`src/rtl/triangle_deserializer.sv`:
```
// rtl/triangle_deserializer.sv - byte stream to triangle_t unpacker with a valid/ready output stage
// Bytes arrive MSB-first over the packed triangle; a framing error drops the partial frame.
module triangle_deserializer #(
    parameter int FIXED_W       = 16,
    parameter int ERR_CNT_WIDTH = 8,
    parameter int TRI_BITS      = 9 * FIXED_W + 36,
    parameter int NBYTES        = (TRI_BITS + 7) / 8
) (
    input  logic                     clk,
    input  logic                     rstn,
    input  logic                     in_valid,
    output logic                     in_ready,
    input  logic [7:0]               in_data,
    input  logic                     in_last,
    output logic                     out_valid,
    input  logic                     out_ready,
    output logic [TRI_BITS-1:0]      out_triangle,
    output logic                     err_pulse,
    output logic [ERR_CNT_WIDTH-1:0] err_count
);

    localparam int ASM_BITS = 8 * NBYTES;
    localparam int CNT_W    = (NBYTES > 1) ? $clog2(NBYTES) : 1;
    localparam logic [CNT_W-1:0] LAST_IDX = CNT_W'(NBYTES - 1);

    typedef enum logic [1:0] {
        COLLECT = 2'd0,
        PENDING = 2'd1,
        RESYNC  = 2'd2
    } state_t;

    state_t                     state_q, state_d;
    logic [CNT_W-1:0]           cnt_q, cnt_d;
    logic [ASM_BITS-1:0]        asm_q, asm_d;
    logic [TRI_BITS-1:0]        out_q, out_d;
    logic                       out_valid_q, out_valid_d;
    logic                       err_pulse_q, err_pulse_d;
    logic [ERR_CNT_WIDTH-1:0]   err_count_q, err_count_d;
    logic                       run_q, run_d;

    logic accept;
    logic out_hs;
    logic out_free;
    logic frame_err;

    // run_q keeps in_ready low during reset and releases it one edge later
    assign in_ready     = run_q && (state_q != PENDING);
    assign accept       = in_valid && in_ready;
    assign out_hs       = out_valid_q && out_ready;
    assign out_free     = !out_valid_q || out_ready;
    assign out_valid    = out_valid_q;
    assign out_triangle = out_q;
    assign err_pulse    = err_pulse_q;
    assign err_count    = err_count_q;

    always_comb begin
        state_d     = state_q;
        cnt_d       = cnt_q;
        asm_d       = asm_q;
        out_d       = out_q;
        out_valid_d = out_valid_q && !out_ready;
        err_pulse_d = 1'b0;
        err_count_d = err_count_q;
        run_d       = 1'b1;
        frame_err   = 1'b0;

        case (state_q)
            COLLECT: begin
                if (accept) begin
                    for (int k = 0; k < NBYTES; k++) begin
                        if (cnt_q == CNT_W'(k)) begin
                            asm_d[8*(NBYTES-k)-1 -: 8] = in_data;
                        end
                    end
                    if (in_last && cnt_q == LAST_IDX) begin
                        cnt_d = '0;
                        if (out_free) begin
                            out_d       = asm_d[TRI_BITS-1:0];
                            out_valid_d = 1'b1;
                        end else begin
                            state_d = PENDING;
                        end
                    end else if (in_last) begin
                        cnt_d     = '0;
                        frame_err = 1'b1;
                    end else if (cnt_q == LAST_IDX) begin
                        cnt_d     = '0;
                        frame_err = 1'b1;
                        state_d   = RESYNC;
                    end else begin
                        cnt_d = cnt_q + 1'b1;
                    end
                end
            end
            PENDING: begin
                if (out_hs) begin
                    out_d       = asm_q[TRI_BITS-1:0];
                    out_valid_d = 1'b1;
                    state_d     = COLLECT;
                end
            end
            RESYNC: begin
                if (accept && in_last) begin
                    cnt_d   = '0;
                    state_d = COLLECT;
                end
            end
            default: begin
                state_d = COLLECT;
                cnt_d   = '0;
            end
        endcase

        if (frame_err) begin
            err_pulse_d = 1'b1;
            if (err_count_q != {ERR_CNT_WIDTH{1'b1}}) begin
                err_count_d = err_count_q + 1'b1;
            end
        end
    end

    always_ff @(posedge clk or negedge rstn) begin
        if (!rstn) begin
            state_q     <= COLLECT;
            cnt_q       <= '0;
            asm_q       <= '0;
            out_q       <= '0;
            out_valid_q <= 1'b0;
            err_pulse_q <= 1'b0;
            err_count_q <= '0;
            run_q       <= 1'b0;
        end else begin
            state_q     <= state_d;
            cnt_q       <= cnt_d;
            asm_q       <= asm_d;
            out_q       <= out_d;
            out_valid_q <= out_valid_d;
            err_pulse_q <= err_pulse_d;
            err_count_q <= err_count_d;
            run_q       <= run_d;
        end
    end

endmodule

```
`config.mk`:
```
export PLATFORM = sky130hd
export DESIGN_NAME = triangle_deserializer
export DESIGN_NICKNAME = d
export VERILOG_FILES = /design/src/rtl/triangle_deserializer.sv
export SDC_FILE = /design/constraint.sdc
export NUM_CORES = 1
export LEC_CHECK = 0
export CAP_MARGIN = 25
export CORE_ASPECT_RATIO = 0.8
export CORE_MARGIN = 10
export CORE_UTILIZATION = 55
export CTS_CLUSTER_SIZE = 40
export DETAILED_ROUTE_END_ITERATION = 8
export PLACE_DENSITY = 0.87
export SLEW_MARGIN = 15
export SYNTH_ARGS = -nofsm -noshare
export SYNTH_HDL_FRONTEND = slang
export SYNTH_SLANG_ARGS = --single-unit
```
`constraint.sdc`:
```
create_clock -name clk -period 4.05 [get_ports clk]
set_input_delay 0.81 -clock clk [delete_from_list [all_inputs] [get_ports clk]]
set_output_delay 0.81 -clock clk [all_outputs]
set_load 0.1 [all_outputs]
```
=== Yosys cells after proc, flatten, opt, wreduce, memory -nomap -nowiden ===
Index checks and enable logic that the tools add are counted.
W data, S select, Z words.

* Register bits after elaboration: 378
* Bits in latches: 0
* RAM bits: 0
* Memory bits (read-only): 0
* Logic and storage cells: 115
* Memories kept: 0

* Add/subtract/negate cells: 2
* Multipliers: 0
* Div/mod/pow operators: 0
* Order comparisons: 0
* Equal/unequal tests: 34
* Shift operators: 0
* Muxes and demuxes: 53
* Bitwise operators: 1
* Reduce and logical (&&, ||, !) cells: 17

{| class="wikitable"
|+ Operators by type and width
! cell !! count
|-
| $mux W180 || 4
|-
| $pmux W180 S2 || 1
|-
| $mux W8 || 22
|-
| $eq A5 B4 Y1 const B || 8
|-
| $eq A5 B5 Y1 const B || 7
|-
| $mux W5 || 5
|-
| $eq A5 B3 Y1 const B || 4
|-
| $pmux W5 S3 || 1
|-
| $mux W2 || 7
|-
| $eq A5 B2 Y1 const B || 2
|-
| $mux W1 || 10
|-
| $ne A2 B2 Y1 const B || 5
|-
| $ne A3 B3 Y1 const B || 3
|-
| $add A8 B1 Y8 const B || 1
|-
| $ne A8 B8 Y1 const B || 1
|-
| $logic_and A1 B1 Y1 || 6
|-
| $pmux W2 S3 || 1
|-
| $reduce_and A6 Y1 || 1
|-
| $add A5 B1 Y5 const B || 1
|-
| $eq A5 B1 Y1 const B || 1
|-
| $logic_not A5 Y1 || 1
|-
| $reduce_and A5 Y1 || 1
|-
| $mux W4 || 1
|-
| $reduce_and A2 Y1 || 2
|-
| 10 further kinds || 11
|}

=== Longest topological paths before layout ===
* Word-level depth: 7
* Gate-level depth with buffers: 8

=== Least setup slack after synthesis ===
Ideal clock, no wire load.

* Path kind: flip-flop to flip-flop
* From: register err_count_q[0], in the netlist err_count[0]
* To: register err_count_q[3], in the netlist err_count[3]
* Setup time: 0.160 ns
* Data arrival time: 2.286 ns
* Data required time: 3.890 ns
* Slack: 1.605 ns
* Stages on the path, launching flop included: 6
* Clock period less this slack: 2.445 ns
* Cells stage by stage: dfrtp_1 > ha_1 > and4_1 > a311oi_1 > nand4_1 > xnor2_1

* Longest elaborated chain between the ends: 2

{| class="wikitable"
|+ RTL lines
! item !! RTL line !! text
|-
| start, declared || 38 || <nowiki>logic [ERR_CNT_WIDTH-1:0] err_count_q, err_count_d;</nowiki>
|-
| start signal, assigned || 139 || <nowiki>err_count_q <= err_count_d;</nowiki>
|-
| branches (longest 2 deep; another with $add A8 B1 Y8) || n/a ||
|}

Parallel ways; which one is timed is not known.
A chain may end at the register's enable or synchronous reset.

=== Final worst setup path ===
* From: register state_q[1]
* To: output in_ready

* Longest elaborated chain between the ends: 2

{| class="wikitable"
|+ RTL lines
! item !! RTL line !! text
|-
| start, declared || 32 || <nowiki>state_t state_q, state_d;</nowiki>
|-
| start signal, assigned || 133 || <nowiki>state_q <= state_d;</nowiki>
|-
| $ne A2 B1 Y1 || 47 || <nowiki>assign in_ready = run_q && (state_q != PENDING);</nowiki>
|-
| $logic_and A1 B1 Y1 || 47 ||
|-
| end, declared || 12 || <nowiki>output logic in_ready,</nowiki>
|}

Every way passes these cells.

==> impl_metrics.ini <==
[setup_path]
end_kind = output pin
crit_type = reg2out
start_kind = register
path_cells = nand2b_1 > and2_1 > buf_4
critPathMaxFanout = 14
crit_required_ps = 3240
max_stage_delay_ps = 630
worstRegToRegCells = 6
crit_slowest_cell = nand2b_1
cp_data_arrival_time_ps = 2260

[pwr]
vdd_drop_max_mv = 0.714
clock_power_share = 0.357
pwr-share-comb = 0.187
power.density_nw_per_um2 = 491
seqPwrFrac = 0.456
p_sw_w = 0.00269
p_leak_nw = 9.80
swShare = 0.269
p_int_w = 0.00731

[placed_design]
port_buffers = 203
placed_area_sq_um = 19100
gp_congestion = 0.818
place_inst = 1683
dpl.hpwl_um = 24600

[routing]
ant_nets = 0
drt_pass1_iterations = 4
wl_um = 38800
wire_per_inst_um = 22.2
vias = 9770
drc = 0
via_per_inst = 5.58
detailedRoute.firstIterationViolations = 563

[logic_synthesis]
syn_area_sq_um = 16800
netlist_top_cells_area = dfrtp_1 56%, mux2_2 31%, mux2_1 4.9%
syn_inst = 1127
synth-seq-cells = 378
yosysTopAreaCell = dfrtp_1
syn_area_per_cell_sq_um = 14.9
yosysUniqueCellTypes = 41
ys_warn_count = 0
synth_top_area_frac = 0.564
seq_area_frac_synth = 0.564
syn_nets = 1147

[floorplanning]
row_count = 57
die_y_um = 176
io-pin-count = 204
fp.coreArea_sq_um = 30200
die-area_sq_um = 37900
die_w_um = 215
start_util = 0.555

[sta]
whs_ps = 268
rsz0062_at_grt = false
maxSlewViolCount = 0
tns_ps = 0
max_freq_mhz = 326
worst_pin_slew_ps = 1090
period_needed_ps = 3070
maxSlewHeadroom = 0.270
final_hold_viol_count = 0
finalSetupViolations = 0
final.period_utilization = 0.758
skew_ps = 17.6

[clock_tree]
cts.sink_count = 378
ctsResizeCount = 0
cts_made_buffers = 39
clock_path_buffers = 3
clkLatencyLatePin_ps = 530
h-tree-depth = 2
root_buffer = clkbuf_16
cts_setup_buffers = 0
cts.clk_slew.worst_paths_ps = 60
hold_buffers = 0
cts_tree = done

[final_layout]
stdcell_count = 1751
final_common_cell = mux2_2
area_growth_pct = 21.4
final_area_sq_um = 20400
drive_above_1_share = 0.422
layout_common_cells = 468 x mux2_2, 378 x dfrtp_1, 193 x clkdlybuf4s50_1
final_util = 0.673
fillers = 2123
antenna_cells = 0
nets = 1331

[global_routing]
grt_usage = 0.203
grt_max_degree = 109
grt_pass1_vias = 10800
antenna_found_initial = 1
grt_pass1_wl_um = 61900
overflow = 0

[run]
maxCapViolations = 0

[min_path]
hp-class = in2async

[status]
status = finished clean
[layer usage]
layer | wire (um) | GRT usage | up-vias
met3 | 2420 | 0.0472 | 55
met4 | 565 | 0.0430 | 2
met5 | 20 | 0 | -
met2 | 18300 | 0.330 | 217
met1 | 17500 | 0.273 | 5075
li1 | - | - | 4421
[through the flow]
stage | total power [W] | worst slack (ps)
global route | 0.0104 | 849
CTS | 0.0101 | 976
floorplan | 0.00596 | 1600
detailed placement | 0.00648 | 850
global placement | 0.00639 | 938
finish | 0.0100 | 979
[area by class of cell]
cell class | count | area [sq um] | share of cell area
tap | 413 | 517 | 0.0254
inverter | 5 | 18.8 | 0.000922
timing repair buffer | 215 | 2140 | 0.105
sequential | 378 | 9460 | 0.465
clock inverter | 12 | 133 | 0.00652
multi-input combinational | 672 | 6940 | 0.341
clock buffer | 56 | 1140 | 0.0561
[critical path, delay by kind of cell (launching register included)]
family,cells,cell delay [ps]
and+or+nand+nor,2,890
DFF,1,540
buffers and inverters,1,300
[power by group through the flow]
stage	logic, W	clock network [W]	registers (W)
after global placement	0.00182	0	0.00458
after detailed placement	0.00187	0	0.00462
after floorplan	0.00125	0	0.00471
final	0.00187	0.00357	0.00456
after global routing	0.00203	0.00378	0.00462
after CTS	0.00189	0.00363	0.00456
[logic make-up after synthesis]
| logic type | after synthesis | share of synthesized area |
|---|---|---|
| xor+xnor | 7 | 0.00366 |
| other cells | 1 | 0.000224 |
| simple gates | 102 | 0.0357 |
| fa+ha+maj | 7 | 0.00522 |
| flops | 378 | 0.564 |
| buf+inv | 77 | 0.0223 |
| compound gates | 14 | 0.00560 |
| mux | 541 | 0.363 |
[worst paths after layout]
| check | startpoint | end | slack, ps |
|---|---|---|---|
| hold / removal | rstn | asm_q[27]$_DFFE_PN0P_ | 270 |
| hold reg to reg | out_triangle[99]$_DFFE_PN0P_ | out_triangle[99]$_DFFE_PN0P_ | 480 |
| min in group clk | out_triangle[99]$_DFFE_PN0P_ | out_triangle[99]$_DFFE_PN0P_ | 480 |
| max in group asynchronous | rstn | out_triangle[172]$_DFFE_PN0P_ | 2810 |
| setup / recovery | state_q[1]$_DFFE_PN0P_ | in_ready | 980 |
| setup reg to reg | cnt_q[0]$_DFFE_PN0P_ | out_triangle[162]$_DFFE_PN0P_ | 1100 |
[flip-flops by register name, summed over array words and instances (netlist names)]
signal and cells:
out_triangle 180, state_q 2, asm_q 180, cnt_q 5, err_pulse 1, err_count 8
out_valid 1, run_q 1
[Yosys cell counts, drive strengths merged]
| cell type | instances |
|---|---|
| and4bb | 1 |
| conb | 1 |
| and4 | 1 |
| and2 | 3 |
| a211oi | 1 |
| a32oi | 1 |
| nor2b | 8 |
| clkbuf | 41 |
| o22ai | 1 |
| or2 | 1 |
| buf | 31 |
| and3 | 2 |
| o21bai | 1 |
| nand4 | 4 |
| nor3b | 1 |
| nor4b | 1 |
| nor2 | 15 |
| dfrtp | 378 |
| a311oi | 1 |
| inv | 5 |
| nand2b | 6 |
| xnor2 | 6 |
| nand4bb | 1 |
| nor3 | 12 |
| ha | 7 |
| xor2 | 1 |
| a31oi | 5 |
| mux2 | 541 |
| nand3 | 18 |
| and4b | 1 |
| a41oi | 1 |
| nand2 | 25 |
| nor4 | 2 |
| o21ai | 1 |
| a21oi | 2 |
Power figures use the tool's default switching activity.
